**config.mk**
```make
export PLATFORM = sky130hd
export DESIGN_NAME = serial_mem_responder
export DESIGN_NICKNAME = d
export VERILOG_FILES = /design/src/rtl/serial_mem_responder_pkg.sv /design/src/rtl/serial_mem_responder_shift_reg.sv /design/src/rtl/serial_mem_responder.sv
export SDC_FILE = /design/constraint.sdc
export NUM_CORES = 1
export LEC_CHECK = 0
export CORE_MARGIN = 2
export CORE_UTILIZATION = 43
export DETAILED_ROUTE_END_ITERATION = 8
export PLACE_DENSITY = 0.82
export SLEW_MARGIN = 20
export SYNTH_ARGS = -nofsm -noshare
export SYNTH_HDL_FRONTEND = slang
export SYNTH_SLANG_ARGS = --single-unit
```
**constraint.sdc**
```tcl
create_clock -name clk -period 2.9 [get_ports clk]
set_clock_uncertainty 0.2 [all_clocks]
set_input_delay 0.435 -clock clk [delete_from_list [all_inputs] [get_ports clk]]
set_output_delay 0.435 -clock clk [all_outputs]
set_load 0.005 [all_outputs]
```
**src/rtl/serial_mem_responder_pkg.sv**
```systemverilog
// Shared opcodes, start-beat value, state encoding and bus defaults.
// Also imported by the CPU-side prefetcher.
package serial_mem_responder_pkg;

  localparam int DEF_IO_BITS        = 2;
  localparam int DEF_PAYLOAD_CYCLES = 8;

  localparam int HDR_READ16  = 0;
  localparam int HDR_WRITE16 = 1;
  localparam int START_BEAT  = 1;

  typedef enum logic [2:0] {
    S_IDLE,
    S_HEADER,
    S_ADDR,
    S_WDATA,
    S_WAIT,
    S_RSTART,
    S_RDATA
  } state_t;

endpackage

```
**src/rtl/serial_mem_responder_shift_reg.sv**
```systemverilog
// Chunk shift register: parallel load, or shift right with the new
// chunk entering at the MSB end (LSB chunk ends up lowest).
module serial_shift_reg
  import serial_mem_responder_pkg::*;
#(
  parameter int IO_BITS = DEF_IO_BITS,
  parameter int BITS    = 16
) (
  input  logic               clk,
  input  logic               i_load,
  input  logic [BITS-1:0]    i_load_val,
  input  logic               i_shift,
  input  logic [IO_BITS-1:0] i_din,
  output logic [BITS-1:0]    o_q
);

  logic [BITS-1:0] r_q;

  always_ff @(posedge clk) begin
    if (i_load) begin
      r_q <= i_load_val;
    end else if (i_shift) begin
      r_q <= {i_din, r_q[BITS-1:IO_BITS]};
    end
  end

  assign o_q = r_q;

endmodule

```
**src/rtl/serial_mem_responder.sv**
```systemverilog
// Serial-bus word memory responder: READ16 always, WRITE16 only when
// SERIAL_MEM_RESPONDER_WRITE_EN is defined.
module serial_mem_responder
  import serial_mem_responder_pkg::*;
#(
  parameter int IO_BITS        = DEF_IO_BITS,
  parameter int PAYLOAD_CYCLES = DEF_PAYLOAD_CYCLES,
  parameter int MEM_ADDR_BITS  = 8,
  parameter int RESP_DELAY     = 1
) (
  input  logic                     clk,
  input  logic                     reset,
  input  logic [IO_BITS-1:0]       rx_pins,
  output logic [IO_BITS-1:0]       tx_pins,
  output logic                     busy,
  output logic                     overrun,
  input  logic [MEM_ADDR_BITS-1:0] dbg_addr,
  output logic [15:0]              dbg_data
);

  localparam logic [2:0] LAST_BEAT = 3'(PAYLOAD_CYCLES - 1);
  localparam logic [3:0] LAST_WAIT =
    4'((RESP_DELAY == 0) ? 0 : RESP_DELAY - 1);

  state_t                   r_state;
  logic [2:0]               r_cnt;
  logic [3:0]               r_wait;
  logic [IO_BITS-1:0]       r_tx;
  logic                     r_overrun;
  logic [MEM_ADDR_BITS-1:0] r_index;
  logic [15:0]              r_mem [2**MEM_ADDR_BITS];

  logic [15:0] w_des;
  logic [15:0] w_ser;
  logic [15:0] w_shift_next;
  logic [15:0] w_rdata;
  logic        w_des_shift;
  logic        w_hdr_ok;
  logic        w_to_wdata;
  logic        w_unused;

  assign w_shift_next = {rx_pins, w_des[15:IO_BITS]};
  assign w_rdata      = r_mem[r_index];

`ifdef SERIAL_MEM_RESPONDER_WRITE_EN
  logic r_wr_op;
  logic w_we;

  assign w_hdr_ok    = (rx_pins == IO_BITS'(HDR_READ16)) ||
                       (rx_pins == IO_BITS'(HDR_WRITE16));
  assign w_to_wdata  = r_wr_op;
  assign w_des_shift = (r_state == S_ADDR) || (r_state == S_WDATA);
  // Gated by reset so an abandoned write never lands.
  assign w_we = !reset && (r_state == S_WDATA) && (r_cnt == LAST_BEAT);

  always_ff @(posedge clk) begin
    if (r_state == S_HEADER) begin
      r_wr_op <= (rx_pins == IO_BITS'(HDR_WRITE16));
    end
  end

  always_ff @(posedge clk) begin
    if (w_we) begin
      r_mem[r_index] <= w_shift_next;
    end
  end
`else
  assign w_hdr_ok    = (rx_pins == IO_BITS'(HDR_READ16));
  assign w_to_wdata  = 1'b0;
  assign w_des_shift = (r_state == S_ADDR);
`endif

  serial_shift_reg #(
    .IO_BITS(IO_BITS),
    .BITS   (16)
  ) u_des (
    .clk       (clk),
    .i_load    (1'b0),
    .i_load_val(16'h0000),
    .i_shift   (w_des_shift),
    .i_din     (rx_pins),
    .o_q       (w_des)
  );

  serial_shift_reg #(
    .IO_BITS(IO_BITS),
    .BITS   (16)
  ) u_ser (
    .clk       (clk),
    .i_load    (r_state == S_RSTART),
    .i_load_val(w_rdata),
    .i_shift   (r_state == S_RDATA),
    .i_din     ('0),
    .o_q       (w_ser)
  );

  always_ff @(posedge clk) begin
    if (reset) begin
      r_state   <= S_IDLE;
      r_cnt     <= '0;
      r_wait    <= '0;
      r_tx      <= '0;
      r_overrun <= 1'b0;
    end else begin
      r_tx <= '0;
      if ((r_state == S_WAIT || r_state == S_RSTART ||
           r_state == S_RDATA) && rx_pins[0]) begin
        r_overrun <= 1'b1;
      end
      unique case (r_state)
        S_IDLE: begin
          if (rx_pins[0]) r_state <= S_HEADER;
        end
        S_HEADER: begin
          r_cnt   <= '0;
          r_state <= w_hdr_ok ? S_ADDR : S_IDLE;
        end
        S_ADDR: begin
          r_cnt <= r_cnt + 3'd1;
          if (r_cnt == LAST_BEAT) begin
            r_cnt   <= '0;
            r_index <= w_shift_next[MEM_ADDR_BITS:1];
            if (w_to_wdata) begin
              r_state <= S_WDATA;
            end else if (RESP_DELAY == 0) begin
              r_state <= S_RSTART;
              r_tx    <= IO_BITS'(START_BEAT);
            end else begin
              r_state <= S_WAIT;
              r_wait  <= '0;
            end
          end
        end
`ifdef SERIAL_MEM_RESPONDER_WRITE_EN
        S_WDATA: begin
          r_cnt <= r_cnt + 3'd1;
          if (r_cnt == LAST_BEAT) begin
            r_cnt   <= '0;
            r_state <= S_IDLE;
          end
        end
`endif
        S_WAIT: begin
          r_wait <= r_wait + 4'd1;
          if (r_wait == LAST_WAIT) begin
            r_state <= S_RSTART;
            r_tx    <= IO_BITS'(START_BEAT);
          end
        end
        S_RSTART: begin
          r_state <= S_RDATA;
          r_cnt   <= '0;
          r_tx    <= w_rdata[IO_BITS-1:0];
        end
        S_RDATA: begin
          r_cnt <= r_cnt + 3'd1;
          // Serializer still holds the beat on the wire; next is one chunk up.
          if (r_cnt == LAST_BEAT) begin
            r_cnt   <= '0;
            r_state <= S_IDLE;
          end else begin
            r_tx <= w_ser[2*IO_BITS-1:IO_BITS];
          end
        end
        default: r_state <= S_IDLE;
      endcase
    end
  end

  assign tx_pins  = r_tx;
  assign busy     = (r_state != S_IDLE);
  assign overrun  = r_overrun;
  assign dbg_data = r_mem[dbg_addr];

  assign w_unused = ^{w_des[IO_BITS-1:0], w_ser[IO_BITS-1:0],
                      w_ser[15:2*IO_BITS], w_shift_next[0],
                      w_shift_next[15:MEM_ADDR_BITS+1]};

endmodule

```
### After elaboration in Yosys (flattened, before gate mapping)

Index checks and enable logic that the tools add are counted.
Widths: inputs -> output; s select.

| storage, ports and cells | value |
|---|---|
| register bits | 29 |
| input port bits | 12 |
| output and inout bits | 20 |
| word-level logic and storage cells | 47 |

| operators by class | value |
|---|---|
| add/subtract/negate cells | 2 |
| eq/ne operators | 10 |
| muxes and demuxes | 15 |
| reductions and logical operators | 14 |

Operator list:

| cell | count |
|---|---|
| $mux 16 | 2 |
| $pmux 3 s6 | 1 |
| $mux 3 | 5 |
| $eq 3x3->1 const B | 4 |
| $pmux 4 s2 | 1 |
| $ne 2x2->1 const B | 3 |
| $pmux 2 s3 | 1 |
| $pmux 3 s2 | 1 |
| $reduce_bool 2->1 | 3 |
| $add 4x1->4 const B | 1 |
| $logic_not 4->1 | 1 |
| $mux 2 | 2 |
| $mux 4 | 1 |
| $reduce_and 4->1 | 1 |
| $reduce_or 2->1 | 2 |
| $add 3x1->3 const B | 1 |
| $eq 3x1->1 const B | 1 |
| $eq 3x2->1 const B | 1 |
| $logic_not 3->1 | 1 |
| $reduce_bool 3->1 | 1 |
| $logic_not 2->1 | 1 |
| $logic_or 1x1->1 | 2 |
| $ne 2x1->1 const B | 1 |
| $reduce_and 2->1 | 1 |
| other kinds (2) | 2 |

### Logic depth before layout (Yosys ltp)

| logic depth | value |
|---|---|
| depth in word-level cells | 4 |
| gate-level depth with buffers | 5 |
| mapped depth without buffers | 5 |

### Modules after synthesis

Synthesis repeated with hierarchy kept, for this count alone.

| unflattened totals | value |
|---|---|
| cell total of the unflattened synthesis | 131 |
| area total of the unflattened synthesis | 1564.0 um^2 |

By module, submodules not included:

| module | times used | cells each | area an instance (um^2) | seq. area each (um^2) |
|---|---|---|---|---|
| serial_mem_responder | 1 | 96 | 832.0 | 260.2 |
| serial_shift_reg | 1 | 35 | 732.0 | 480.5 |

### Worst setup path after synthesis

OpenSTA, ideal clock, no wires.

| timing | value |
|---|---|
| path kind | register to output |
| start | register r_state[0] |
| end | output busy |
| data arrival time | 854 ps |
| required time | 2265 ps |
| path slack | 1411 ps |
| cell stages (with the launch flop) | 3 |
| cell sequence | dfxtp_1 > buf_2 > or3_1 |

| on the way | value |
|---|---|
| word-level cells in the longest chain between the ends | 1 |

Ends and longest elaborated chain:

| what | RTL line | source |
|---|---|---|
| start: declaration | serial_mem_responder.sv:25 | `state_t r_state;` |
| start signal: assignment | serial_mem_responder.sv:116 | `r_state <= w_hdr_ok ? S_ADDR : S_IDLE;` |
| $reduce_bool 3->1 | serial_mem_responder.sv:171 | `assign busy = (r_state != S_IDLE);` |
| end: declaration | serial_mem_responder.sv:15 | `output logic busy,` |

Every way passes these cells.

### Final worst setup path

Ends and elaborated chain as after synthesis.

==> summary.txt <==
share of cells above drive strength 1: 5.56%
Post-CTS Setup Inserts: 0
Final Max Slew Viols: 0
Leak: 0.303 nW
Worst R2R End: r_wait[3]$_SDFFE_PP0P_
Post-route DRC: 0
R2R Setup Slk: 1210 ps
Yosys warning count: 0
initial DRC count: 4
Setup CP Type: register to primary output
Required @ worst endpoint: 2270 ps
Reg2Reg Launch Point: r_state[2]$_SDFFE_PP0P_
Reg2Reg Depth: 3
row cnt: 14
first-pass GRT wire length: 1810 um
Tot GR Track Use: 12.1%
initial core utilization: 47.2%
core area: 0.00154 mm2
TritonCTS clock tree: built
Fmax: 454 MHz
htree depth: 1
Seq pwr share: 58.7%
CTS Hold Buffers Added: 0
register area share after synthesis: 33.0%
P_sw: 0.0000684 W
total length of routed wires: 1140 um
Resized cells post-CTS: 0
worst min-delay path class: register to register
worst hold start: overrun$_SDFFE_PP0P_
cells after synthesis: 86
Gate power share: 7.6%
IO buf count: 6
vias post-DR: 515
Ant. Diodes: 0
Hold Path Stages: 2
power share of the clock group: 33.6%
Root Driver: clkbuf_4
Peak VDD IR: 0.000218 V
placed cells: 103
initial antenna violation count: 0
grt ovf: 0
Die Span Y: 45.2 um
setup repair after global routing missed its margin: no
Max-Cap Viols: 0
Int Power: 0.000225 W
#FFs+latches synth: 12
clk buf depth: 2
ys flop type: dfxtp_1
CTS buffer count: 3
Post-synth EDFFs: 0
top cells by area, synth: dfxtp_1 33%, buf_4 18%, ha_1 6.9%, nand3_1 4.8%, nor2_1 3.1%
status: finished, final reports clean
pwr/cell area: 394 mW/mm2
Syn Area/Cell: 8.47 um2
WL/cell: 10.7 um
CP Capture Type: primary output
number of global-route vias before repair: 422
Finished Layout Cells: 106
Synth async-reset ratio: 0%
Sw Ratio: 23.3%
Die ar.: 0.00204 mm2
fill count: 151
final setup TNS: 0 ps
GPL Wtd Cong: 0.747
first-pass detailed-route iteration total: 4
largest net degree at the start of global routing: 14
Netlist cell types: 28
Final #Nets: 108
dpl hpwl: 828 um
Hold EP: overrun$_SDFFE_PP0P_
DR vias/cell: 4.86
Layout area overhead: 2.23%
Ports: 32
Die X-Extent: 45.2 um
final setup violation count: 0
Clock Latency Late Sink: 260 ps
largest area contributor in the synthesized netlist: dfxtp_1
Worst Path Arrival: 1570 ps
top cell type's share of synthesized area: 33.0%
clk sink count: 12
antenna viol nets, final: 0
final hold violation count: 0
post-route minimum period: 2200 ps
CTS clock-pin slew for the worst setup and hold paths: 70 ps
Synth Cell Area: 728 um2
Setup crit start kind: register
Period Utilization, post-route: 75.9%
Crit Path Max Fanout: 13
## power by group through the flow
stage	sequential [W]	combinational, W	clock, W
after floorplan	0.000172	0.0000337	0
after global placement	0.000176	0.0000215	0
after detailed placement	0.000176	0.0000219	0
after CTS	0.000172	0.0000220	0.000102
after global routing	0.000173	0.0000255	0.000109
final	0.000172	0.0000223	0.0000986
## layer usage
metal	part of all wire [%]	wire (um)	GRT usage (%)
met4	0	0	3.53
met5	0	0	0
met3	5.0	57	4.00
met1	49	559	17.1
met2	46	518	17.4
## how the worst max path moves through the flow
stage                       startpoint  endpoint
2_1_floorplan  r_state[0]$_SDFFE_PP0P_      busy
3_3_place_gp   r_state[0]$_SDFFE_PP0P_      busy
3_5_place_dp   r_state[0]$_SDFFE_PP0P_      busy
4_1_cts        r_state[0]$_SDFFE_PP0P_      busy
5_1_grt        r_state[1]$_SDFFE_PP0P_      busy
6_report       r_state[0]$_SDFFE_PP0P_      busy
## per-stage QoR
step | area (um2) | total power, W | hold slack, ps | setup slack (ps) | util [%]
after detailed placement | 722 | 0.000198 | 263 | 978 | 46.8
final | 744 | 0.000293 | 273 | 698 | 48.3
after global routing | 744 | 0.000307 | 323 | 611 | 48.3
after CTS | 744 | 0.000296 | 278 | 689 | 48.3
after global placement | 722 | 0.000197 | 255 | 986 | 46.8
after floorplan | 788 | 0.000206 | 261 | 1410 | -
## state kept, by name, summed over array words and instances, names as in the netlist
name,count
overrun,1
r_cnt,3
r_state,3
r_wait,4
tx_pins,1
## layout by cell type, fill, tap and decap left out
cell type	count
o21a_1	1
nand3b_1	1
ha_1	4
o21bai_1	1
or3b_4	1
a21o_1	1
a2111oi_0	1
nand2b_1	2
dfxtp_1	12
conb_1	17
a22oi_1	1
nand3_1	7
mux2i_1	2
xnor2_1	1
inv_1	4
a31oi_1	3
nand4bb_1	1
clkdlybuf4s50_1	6
nor2_1	6
a21oi_1	4
or3_1	2
clkbuf_4	3
nor3b_1	1
nor4_1	2
nor3b_2	1
and3_1	1
nand2_1	4
## cells by family (layout without fill, tap and decap cells)
family	count (synthesis)	count (layout)	synth area share, %
compound gates	12	12	10.7
mux	2	2	2.75
fa+ha+maj	4	4	6.87
flops	12	12	33.0
xor+xnor	1	1	1.20
buf+inv	25	13	22.2
other cells	1	17	0.515
simple gates	29	29	22.9
## critical path, stage by stage, from the launching register on
cell	delay (ps)
dfxtp_1	440
or3_1	420
clkdlybuf4s50_1	450
## synthesized netlist by cell type, types with 2 or more instances
library cell / instances
nand2b_1: 2
a21oi_1: 4
a31oi_1: 3
dfxtp_1: 12
ha_1: 4
buf_4: 17
nand2_1: 4
buf_2: 3
nor2_1: 6
nand3_1: 7
mux2i_1: 2
inv_1: 4
or3_1: 2
nor4_1: 2
## cell type report
type	count	area, um2	share of cell area [%]
Tap cell	16	20.0	2.69
Inverter	4	15.0	2.02
Sequential cell	12	240	32.3
Multi-Input combinational cell	65	387	51.9
Timing Repair Buffer	6	60.1	8.07
Clock buffer	3	22.5	3.03
Note: power is estimated with default switching activity, not from simulation.
